## config.mk

```make
export PLATFORM = sky130hd
export DESIGN_NAME = adc_acq_ctrl
export DESIGN_NICKNAME = d
export VERILOG_FILES = /design/src/rtl/adc_acq_pkg.sv /design/src/rtl/adc_burst_packer.sv /design/src/rtl/adc_acq_ctrl.sv
export SDC_FILE = /design/constraint.sdc
export NUM_CORES = 1
export LEC_CHECK = 0
export BUFFER_PORTS_ARGS = -buffer_cell sky130_fd_sc_hd__clkbuf_2
export CORE_ASPECT_RATIO = 0.75
export CORE_UTILIZATION = 53
export DETAILED_ROUTE_END_ITERATION = 10
export GPL_TIMING_DRIVEN = 0
export HOLD_SLACK_MARGIN = 0.15
export PLACE_DENSITY = 0.84
export SLEW_MARGIN = 20
export SYNTH_ARGS = -nofsm -noshare
export SYNTH_HDL_FRONTEND = slang
export SYNTH_HIERARCHICAL = 1
export SYNTH_SLANG_ARGS = --single-unit
```

## constraint.sdc

```tcl
create_clock -name adc_clk -period 3.3 [get_ports adc_clk]
set_clock_uncertainty 0.1 [all_clocks]
set_input_delay 0 -clock adc_clk [delete_from_list [all_inputs] [get_ports adc_clk]]
set_output_delay 0 -clock adc_clk [all_outputs]
set_load 0.05 [all_outputs]
```

## src/rtl/adc_acq_pkg.sv

```systemverilog
// ============================================================================
// adc_acq_pkg : shared types, framing constants and checksum fold for adc_acq_ctrl
// Rev 1.0
// ============================================================================
`default_nettype none

package adc_acq_pkg;

  typedef enum logic [2:0] {
    ST_IDLE    = 3'd0,
    ST_ARMED   = 3'd1,
    ST_CAPTURE = 3'd2,
    ST_TRAILER = 3'd3,
    ST_DONE    = 3'd4
  } acq_state_e;

  localparam logic [7:0] HDR_MAGIC = 8'hA5;
  localparam logic [7:0] TRL_MAGIC = 8'h5A;

  localparam int HDR_FILL_LSB = 0;
  localparam int HDR_N_LSB    = 24;
  localparam int HDR_ADR_LSB  = 48;
  localparam int HDR_TYPE_LSB = 72;
  localparam int HDR_TAG_LSB  = 74;
  localparam int MAGIC_LSB    = 120;

  localparam int TRL_CSUM_LSB = 0;
  localparam int TRL_DROP_LSB = 32;
  localparam int TRL_OVF_BIT  = 48;

  localparam int DROP_W     = 16;
  localparam int CSUM_W     = 32;
  // Widest output word the checksum fold accepts; narrower words are zero-padded.
  localparam int FOLD_MAX_W = 512;

  function automatic logic [CSUM_W-1:0] fold32(input logic [FOLD_MAX_W-1:0] word);
    logic [CSUM_W-1:0] acc;
    acc = '0;
    for (int i = 0; i < FOLD_MAX_W / CSUM_W; i++) begin
      acc = acc ^ word[i*CSUM_W +: CSUM_W];
    end
    return acc;
  endfunction

endpackage

`default_nettype wire

```

## src/rtl/adc_burst_packer.sv

```systemverilog
// ============================================================================
// adc_burst_packer : shifts sample pairs into one output word, strobes word_done
// Rev 1.0
// ============================================================================
`default_nettype none

module adc_burst_packer #(
  parameter int SAMPLE_W          = 12,
  parameter int SAMPLES_PER_BURST = 8,
  parameter int OUT_W             = 128
) (
  input  logic                          clk,
  input  logic                          rst_n,
  input  logic                          clear,
  input  logic                          capture_en,
  input  logic [2*(SAMPLE_W+1)-1:0]     pair_in,
  output logic [OUT_W-1:0]              word,
  output logic                          word_done
);

  localparam int FIELD_W = SAMPLE_W + 1;
  localparam int PAIRS   = SAMPLES_PER_BURST / 2;
  localparam int ASM_W   = SAMPLES_PER_BURST * FIELD_W;
  localparam int CNT_W   = (PAIRS > 1) ? $clog2(PAIRS) : 1;
  localparam logic [CNT_W-1:0] LAST_PAIR = CNT_W'(PAIRS - 1);

  logic [ASM_W-1:0]     asm_q, asm_d;
  logic [CNT_W-1:0]     cnt_q, cnt_d;
  logic [OUT_W-1:0]     word_q, word_d;
  logic                 done_q, done_d;
  logic [2*FIELD_W-1:0] fields;

  always_comb begin
    // Input carries {ovr,sample}; the word wants the over-range bit at each field LSB.
    fields = {pair_in[FIELD_W +: SAMPLE_W], pair_in[2*FIELD_W-1],
              pair_in[SAMPLE_W-1:0],        pair_in[SAMPLE_W]};
    asm_d  = asm_q;
    cnt_d  = cnt_q;
    word_d = word_q;
    done_d = 1'b0;
    if (clear) begin
      asm_d = '0;
      cnt_d = '0;
    end else if (capture_en) begin
      // Newest pair enters at the top so the oldest sample ends at bit 0.
      asm_d = asm_q >> (2 * FIELD_W);
      asm_d[ASM_W-1 -: 2*FIELD_W] = fields;
      if (cnt_q == LAST_PAIR) begin
        cnt_d              = '0;
        done_d             = 1'b1;
        word_d             = '0;
        word_d[ASM_W-1:0]  = asm_d;
      end else begin
        cnt_d = cnt_q + 1'b1;
      end
    end
  end

  always_ff @(posedge clk or negedge rst_n) begin
    if (!rst_n) begin
      asm_q  <= '0;
      cnt_q  <= '0;
      word_q <= '0;
      done_q <= 1'b0;
    end else begin
      asm_q  <= asm_d;
      cnt_q  <= cnt_d;
      word_q <= word_d;
      done_q <= done_d;
    end
  end

  assign word      = word_q;
  assign word_done = done_q;

endmodule

`default_nettype wire

```

## src/rtl/adc_acq_ctrl.sv

```systemverilog
// ============================================================================
// adc_acq_ctrl : frames ADC bursts as header / data / checksum trailer words
// Option macro ADC_ACQ_DUMMY_DAT_EN adds dummy_sel counter-pattern data. Rev 1.0
// ============================================================================
`default_nettype none

module adc_acq_ctrl
  import adc_acq_pkg::*;
#(
  parameter int SAMPLE_W          = 12,
  parameter int SAMPLES_PER_BURST = 8,
  parameter int OUT_W             = 128,
  parameter int BURST_CNT_W       = 24
) (
  input  logic                         adc_clk,
  input  logic                         reset_n,
  input  logic                         acq_reset,
  input  logic                         acq_enable,
  input  logic                         acq_trig,
  input  logic [1:0]                   fill_type,
  input  logic [4*BURST_CNT_W-1:0]     num_bursts_cfg,
  input  logic [15:0]                  channel_tag,
  input  logic [BURST_CNT_W-1:0]       initial_fill_num,
  input  logic                         initial_fill_num_wr,
  input  logic [2*(SAMPLE_W+1)-1:0]    adc_dat,
`ifdef ADC_ACQ_DUMMY_DAT_EN
  input  logic                         dummy_sel,
`endif
  input  logic                         ddr3_wr_done,
  output logic [OUT_W-1:0]             out_dat,
  output logic                         out_valid,
  input  logic                         out_ready,
  output logic [BURST_CNT_W-1:0]       fill_num,
  output logic [BURST_CNT_W-1:0]       burst_start_adr,
  output logic                         acq_done,
  output logic                         sm_idle,
  output logic                         overflow
);

  acq_state_e             state_q, state_d;
  logic [1:0]             fill_type_q, fill_type_d;
  logic [BURST_CNT_W-1:0] n_q, n_d;
  logic [BURST_CNT_W-1:0] burst_cnt_q, burst_cnt_d;
  logic [BURST_CNT_W-1:0] fill_num_q, fill_num_d;
  logic [BURST_CNT_W-1:0] adr_q, adr_d;
  logic [OUT_W-1:0]       out_dat_q, out_dat_d;
  logic                   out_valid_q, out_valid_d;
  logic                   dat_word_q, dat_word_d;
  logic                   trl_loaded_q, trl_loaded_d;
  logic                   overflow_q, overflow_d;
  logic [DROP_W-1:0]      drop_cnt_q, drop_cnt_d;
  logic [CSUM_W-1:0]      csum_q, csum_d;
  logic                   acq_done_q, acq_done_d;
  logic                   sm_idle_q, sm_idle_d;

  logic                      trig_fire;
  logic [2*(SAMPLE_W+1)-1:0] pair;
  logic [OUT_W-1:0]          pk_word;
  logic                      pk_done;

  assign trig_fire = (state_q == ST_ARMED) && acq_enable && acq_trig && !acq_reset;

`ifdef ADC_ACQ_DUMMY_DAT_EN
  logic [SAMPLE_W-1:0] dummy_cnt_q, dummy_cnt_d;

  always_comb dummy_cnt_d = trig_fire ? '0 : dummy_cnt_q + 1'b1;

  always_ff @(posedge adc_clk or negedge reset_n) begin
    if (!reset_n) dummy_cnt_q <= '0;
    else          dummy_cnt_q <= dummy_cnt_d;
  end

  assign pair = dummy_sel ? {1'b0, ~dummy_cnt_q, 1'b0, dummy_cnt_q} : adc_dat;
`else
  assign pair = adc_dat;
`endif

  adc_burst_packer #(
    .SAMPLE_W          (SAMPLE_W),
    .SAMPLES_PER_BURST (SAMPLES_PER_BURST),
    .OUT_W             (OUT_W)
  ) u_packer (
    .clk        (adc_clk),
    .rst_n      (reset_n),
    .clear      (trig_fire),
    .capture_en (state_q == ST_CAPTURE),
    .pair_in    (pair),
    .word       (pk_word),
    .word_done  (pk_done)
  );

  logic                   accept;
  logic [FOLD_MAX_W-1:0]  fold_in;
  logic [BURST_CNT_W-1:0] cfg_n;
  logic [BURST_CNT_W-1:0] drop_ext;
  logic [OUT_W-1:0]       hdr_word, trl_word;

  always_comb begin
    state_d      = state_q;
    fill_type_d  = fill_type_q;
    n_d          = n_q;
    burst_cnt_d  = burst_cnt_q;
    fill_num_d   = fill_num_q;
    adr_d        = adr_q;
    out_dat_d    = out_dat_q;
    out_valid_d  = out_valid_q;
    dat_word_d   = dat_word_q;
    trl_loaded_d = trl_loaded_q;
    overflow_d   = overflow_q;
    drop_cnt_d   = drop_cnt_q;
    csum_d       = csum_q;

    accept                = out_valid_q && out_ready;
    fold_in               = '0;
    fold_in[OUT_W-1:0]    = out_dat_q;
    cfg_n                 = num_bursts_cfg[fill_type*BURST_CNT_W +: BURST_CNT_W];
    drop_ext              = '0;
    drop_ext[DROP_W-1:0]  = drop_cnt_q;

    // Only data words that actually leave the register contribute to the checksum.
    if (accept) begin
      out_valid_d = 1'b0;
      if (dat_word_q) csum_d = csum_q ^ fold32(fold_in);
    end

    hdr_word = '0;
    hdr_word[HDR_FILL_LSB +: BURST_CNT_W] = fill_num_q;
    hdr_word[HDR_N_LSB    +: BURST_CNT_W] = cfg_n;
    hdr_word[HDR_ADR_LSB  +: BURST_CNT_W] = adr_q;
    hdr_word[HDR_TYPE_LSB +: 2]           = fill_type;
    hdr_word[HDR_TAG_LSB  +: 16]          = channel_tag;
    hdr_word[MAGIC_LSB    +: 8]           = HDR_MAGIC;

    trl_word = '0;
    trl_word[TRL_CSUM_LSB +: CSUM_W] = csum_d;
    trl_word[TRL_DROP_LSB +: DROP_W] = drop_cnt_q;
    trl_word[TRL_OVF_BIT]            = overflow_q;
    trl_word[MAGIC_LSB +: 8]         = TRL_MAGIC;

    if (acq_reset) begin
      state_d      = ST_IDLE;
      out_valid_d  = 1'b0;
      trl_loaded_d = 1'b0;
    end else begin
      case (state_q)
        ST_IDLE: begin
          if (initial_fill_num_wr) begin
            fill_num_d = initial_fill_num;
            adr_d      = '0;
          end
          if (acq_enable) state_d = ST_ARMED;
        end
        ST_ARMED: begin
          if (!acq_enable) begin
            state_d = ST_IDLE;
          end else if (acq_trig) begin
            fill_type_d = fill_type;
            n_d         = cfg_n;
            burst_cnt_d = '0;
            out_dat_d   = hdr_word;
            out_valid_d = 1'b1;
            dat_word_d  = 1'b0;
            overflow_d  = 1'b0;
            drop_cnt_d  = '0;
            csum_d      = '0;
            state_d     = ST_CAPTURE;
          end
        end
        ST_CAPTURE: begin
          if (n_q == '0) begin
            state_d = ST_TRAILER;
          end else if (pk_done) begin
            if (!out_valid_q || accept) begin
              out_dat_d   = pk_word;
              out_valid_d = 1'b1;
              dat_word_d  = 1'b1;
            end else begin
              overflow_d = 1'b1;
              if (drop_cnt_q != {DROP_W{1'b1}}) drop_cnt_d = drop_cnt_q + 1'b1;
            end
            // Dropped bursts still count, so the fill length never stretches.
            burst_cnt_d = burst_cnt_q + 1'b1;
            if (burst_cnt_d == n_q) state_d = ST_TRAILER;
          end
        end
        ST_TRAILER: begin
          if (!trl_loaded_q) begin
            if (!out_valid_q || accept) begin
              out_dat_d    = trl_word;
              out_valid_d  = 1'b1;
              dat_word_d   = 1'b0;
              trl_loaded_d = 1'b1;
            end
          end else if (accept) begin
            trl_loaded_d = 1'b0;
            fill_num_d   = fill_num_q + 1'b1;
            adr_d        = adr_q + n_q + BURST_CNT_W'(2) - drop_ext;
            state_d      = ST_DONE;
          end
        end
        ST_DONE: begin
          if (ddr3_wr_done) state_d = acq_enable ? ST_ARMED : ST_IDLE;
        end
        default: state_d = ST_IDLE;
      endcase
    end

    sm_idle_d  = (state_d == ST_IDLE);
    acq_done_d = (state_d == ST_DONE);
  end

  always_ff @(posedge adc_clk or negedge reset_n) begin
    if (!reset_n) begin
      state_q      <= ST_IDLE;
      fill_type_q  <= '0;
      n_q          <= '0;
      burst_cnt_q  <= '0;
      fill_num_q   <= '0;
      adr_q        <= '0;
      out_dat_q    <= '0;
      out_valid_q  <= 1'b0;
      dat_word_q   <= 1'b0;
      trl_loaded_q <= 1'b0;
      overflow_q   <= 1'b0;
      drop_cnt_q   <= '0;
      csum_q       <= '0;
      acq_done_q   <= 1'b0;
      sm_idle_q    <= 1'b1;
    end else begin
      state_q      <= state_d;
      fill_type_q  <= fill_type_d;
      n_q          <= n_d;
      burst_cnt_q  <= burst_cnt_d;
      fill_num_q   <= fill_num_d;
      adr_q        <= adr_d;
      out_dat_q    <= out_dat_d;
      out_valid_q  <= out_valid_d;
      dat_word_q   <= dat_word_d;
      trl_loaded_q <= trl_loaded_d;
      overflow_q   <= overflow_d;
      drop_cnt_q   <= drop_cnt_d;
      csum_q       <= csum_d;
      acq_done_q   <= acq_done_d;
      sm_idle_q    <= sm_idle_d;
    end
  end

  assign out_dat         = out_dat_q;
  assign out_valid       = out_valid_q;
  assign fill_num        = fill_num_q;
  assign burst_start_adr = adr_q;
  assign acq_done        = acq_done_q;
  assign sm_idle         = sm_idle_q;
  assign overflow        = overflow_q;

endmodule

`default_nettype wire

```

==> results.sh <==
export IMPL_achievable_frequency_mhz=285
export IMPL_drv_slew=0
export IMPL_cts_reportedPaths_clkPinSlew_ns=0.07
export IMPL_avgRoutedWirePerCell_um=26.1
export IMPL_leakage_uw=0.0146
export IMPL_grt_first_pass_wirelength_mm=141
export IMPL_number_of_synthesis_warnings=6
export IMPL_violations="setup timing"
export IMPL_antenna_found_initial=2
export IMPL_final_core_occ_pct=69.3
export IMPL_place_detailed_instances=3371
export IMPL_numCtsBuffers=48
export IMPL_holdPathStages=4
export IMPL_final_cells=3655
export IMPL_worst_hold_startpoint="channel_tag[7]"
export IMPL_drt_iter0_drc=2907
export IMPL_grt_start_max_net_pins=95
export IMPL_detail_route_antenna_nets=0
export IMPL_placed_cell_area_um2=27400
export IMPL_h_tree_depth_reported_by_cts=2
export IMPL_post_route_worst_setup_slack_ns=-0.207
export IMPL_synth_top_area_cell="sky130_fd_sc_hd__dfrtp_1"
export IMPL_worst_r2r_path_depth=12
export IMPL_synth_adder_area_share_pct=4.20
export IMPL_ctsLongestPathBuffers=3
export IMPL_setup_violations_final=8
export IMPL_cts_tree="done"
export IMPL_setup_repair_after_global_routing_missed_its_margin="yes"
export IMPL_p_total_uw=23300
export IMPL_timing_rr_end="burst_start_adr[23]"
export IMPL_netlist_instances=2409
export IMPL_vias=22800
export IMPL_final_period_utilization_pct=106
export IMPL_ys_seq_elements=466
export IMPL_max_vdd_ir_drop_uv=562
export IMPL_min_to="out_dat[81]"
export IMPL_sequential_area_share_after_synthesis_pct=47.4
export IMPL_reg2reg_slack_ns=-0.21
export IMPL_vias_in_the_first_global_route=22200
export IMPL_reg2reg_from="drop_cnt_q[1]"
export IMPL_insertion_delay_ns=0.60
export IMPL_grt_ovfl_total=0
export IMPL_final_setup_tns_ns=-0.767
export IMPL_yosys_top_cells_area="sky130_fd_sc_hd__dfrtp_1, sky130_fd_sc_hd__xnor2_1, sky130_fd_sc_hd__nor2_1"
export IMPL_maxCapViolCount=0
export IMPL_final_layout_size_suffix_gt1_share_pct=24.9
export IMPL_buffer_ports_inserted=348
export IMPL_initial_utilization_pct=54.4
export IMPL_dominantRegCellSynth="sky130_fd_sc_hd__dfrtp_1"
export IMPL_synth_common_cells="sky130_fd_sc_hd__dfrtp_1, sky130_fd_sc_hd__nor2_1, sky130_fd_sc_hd__nand2_1"
export IMPL_area_growth_synth_to_final_pct=27.5
export IMPL_endpoint_kind="register"
export IMPL_worst_path_max_fanout=4
export IMPL_tritoncts_num_sinks=466
export IMPL_drc_errors=0
export IMPL_gp_routability_congestion=1.01
export IMPL_largest_family_of_logic_cells_by_synthesized_area="compound AO/OA/AOI/OAI gates"
export IMPL_timing_setup_critical_path_class="reg2reg"
export IMPL_post_dp_hpwl_mm=70.9
export IMPL_die_width_um=251
export IMPL_rows=67
export IMPL_power_combinational_fraction_pct=36.6
export IMPL_die_height_um=189
export IMPL_synth_edf_count=0
export IMPL_distinct_cell_type_count_of_the_synthesized_netlist=77
export IMPL_path_class_of_the_lowest_slack_min_delay_path="in2reg"
export IMPL_clk_root_buffer_cell="sky130_fd_sc_hd__clkbuf_16"
export IMPL_post_route_minimum_period_ns=3.51
export IMPL_p_sw_share_pct=39.7
export IMPL_finalWirelength_mm=95.5
export IMPL_simple_logic_cell_fraction_of_the_synthesized_area_pct=11.9
export IMPL_design_core_area_um2=45300
export IMPL_asyncSetResetFlopFracSynth_pct=100
export IMPL_power_density_cell_area_nw_per_um2=742
export IMPL_post_drt_via_cell_ratio=6.23
export IMPL_clock_power_share_pct=25.5
export IMPL_final_nets=3273
export IMPL_mux_share_of_post_synthesis_cell_area_pct=11.6
export IMPL_fin_area_um2=31400
export IMPL_final_hold_violation_count=0
export IMPL_synth_cell_area_um2=24600
export IMPL_power_dissipated_by_switching_net_loads_uw=9240
export IMPL_netlist_area_leader_share_pct=47.3
export IMPL_firstDrtPassIters=6
export IMPL_yosysMostFrequentCell="sky130_fd_sc_hd__dfrtp_1"
export IMPL_worst_setup_path_start_kind="register"
export IMPL_die_area_um2=47300
export IMPL_synth_compound_area_share_pct=13.2
export IMPL_syn_mean_instance_area_um2=10.2
export IMPL_synthXorXnorAreaFrac_pct=6.69
export IMPL_num_io_pins=352
export IMPL_track_usage_pct=40.2
export IMPL_worst_slew_pin_slew_ns=1.04
export IMPL_slew_limit_headroom_pct=30.7
export IMPL_share_seq_of_total_power_pct=37.9
export IMPL_required_ns=3.71
export IMPL_cp_arrival_ns=3.91
export IMPL_internal_power_uw=14000
export IMPL_final_layout_fill_cell_count=3343
export IMPL_run_status="finished, violations left"
==> stage by stage <==
step / worst slack (ns) / hold WS, ns
floorplan: -0.147 / -0.396
global placement: -9.11 / 0.150
detailed placement: -1.05 / -0.183
CTS: -0.176 / 0.151
global route: -0.310 / 0.165
finish: -0.207 / 0.161
==> logic make-up (layout without fill, tap and decap cells) <==
group           after synthesis  in the layout
xor+xnor                    188            188
simple gates                667            667
mux                         225            225
other cells                   1             26
compound gates              511            511
buf+inv                     278            913
fa+ha+maj                    73             73
flops                       466            466
==> per-layer routing <==
metal / vias up / share of wire (%) / track usage (%)
met2: 1743 / 41 / 57.8
li1: 9563 / - / -
met3: 252 / 14 / 11.5
met1: 11200 / 40 / 57.2
met4: 2 / 4.6 / 16.1
met5: - / 0.014 / 0
==> layout by cell type (no fill, tap or decap), types with 38 or more instances in the layout <==
cell                            netlist  final
sky130_fd_sc_hd__mux2_4              49     49
sky130_fd_sc_hd__dfrtp_1            465    444
sky130_fd_sc_hd__mux2_2              55     55
sky130_fd_sc_hd__clkbuf_16            0     49
sky130_fd_sc_hd__clkbuf_1            94     89
sky130_fd_sc_hd__a211oi_1            44     38
sky130_fd_sc_hd__buf_4               26     54
sky130_fd_sc_hd__mux2i_1             97     97
sky130_fd_sc_hd__clkbuf_2             0    362
sky130_fd_sc_hd__ha_1                57     42
sky130_fd_sc_hd__a221oi_1            42     41
sky130_fd_sc_hd__o21ai_0            160    155
sky130_fd_sc_hd__nand2_1            178    178
sky130_fd_sc_hd__inv_1              103     97
sky130_fd_sc_hd__nor2_1             333    330
sky130_fd_sc_hd__dlygate4sd3_1        0    165
sky130_fd_sc_hd__xnor2_1            166    166
sky130_fd_sc_hd__a21oi_1            121    116
sky130_fd_sc_hd__a22o_1              42     42
==> critical path, cell delays in order, from the launching register on <==
cell and delay, ns:
sky130_fd_sc_hd__dfrtp_1 0.41, sky130_fd_sc_hd__ha_4 0.28, sky130_fd_sc_hd__inv_2 0.03, sky130_fd_sc_hd__fa_1 0.43, sky130_fd_sc_hd__ha_2 0.21, sky130_fd_sc_hd__fa_2 0.39
sky130_fd_sc_hd__a211o_1 0.35, sky130_fd_sc_hd__a21oi_4 0.24, sky130_fd_sc_hd__a21oi_4 0.15, sky130_fd_sc_hd__o211a_1 0.28, sky130_fd_sc_hd__nor4b_2 0.27, sky130_fd_sc_hd__o31ai_1 0.12
sky130_fd_sc_hd__o22ai_1 0.16
==> worst max path at each step <==
stage                            start             endpoint  slack, ns
detailed placement          state_q[0]    u_packer/word[82]      -1.05
global placement               reset_n  burst_start_adr[15]      -9.11
CTS                      drop_cnt_q[1]  burst_start_adr[19]      -0.18
global route        burst_start_adr[0]  burst_start_adr[23]      -0.31
floorplan           burst_start_adr[1]  burst_start_adr[19]      -0.15
finish                   drop_cnt_q[1]  burst_start_adr[23]      -0.21
==> registers in the layout, indices dropped and copies added (netlist names), 2 cells and up <==
signal and flops:
out_dat 128, u_packer/word 104, u_packer/asm_q 78, csum_q 32, burst_cnt_q 24, burst_start_adr 24, fill_num 24, n_q 24
drop_cnt_q 16, state_q 3, u_packer/cnt_q 2
==> power by group through the flow <==
| stage | clock network [uW] | registers (uW) | logic, uW |
|---|---|---|---|
| after global placement | 0 | 8720 | 7180 |
| final | 5920 | 8820 | 8530 |
| after global routing | 6140 | 8860 | 9070 |
| after detailed placement | 0 | 8790 | 7390 |
| after CTS | 5900 | 8690 | 8190 |
| after floorplan | 0 | 9350 | 4250 |
==> area by class of cell <==
type	instances	area (um^2)	area share [%]
clock inverters	15	251	0.802
repair buffers	549	3800	12.1
inverters	103	387	1.23
plain buffers	172	862	2.75
well taps	586	733	2.34
diodes	2	5.00	0.0160
flip-flops and latches	466	11700	37.3
multi-input cells	1688	12200	38.8
clock buffers	74	1460	4.65
==> what timing repair did <==
item                                   in CTS  in global routing
gates resized for setup                    54                 38
hold buffers                              166                  0
pin swaps                                  26                  8
setup endpoints to repair                 295                190
endpoints found under the hold margin     353                  0
setup buffers                              27                  3
(Power assumes the default switching activity.)
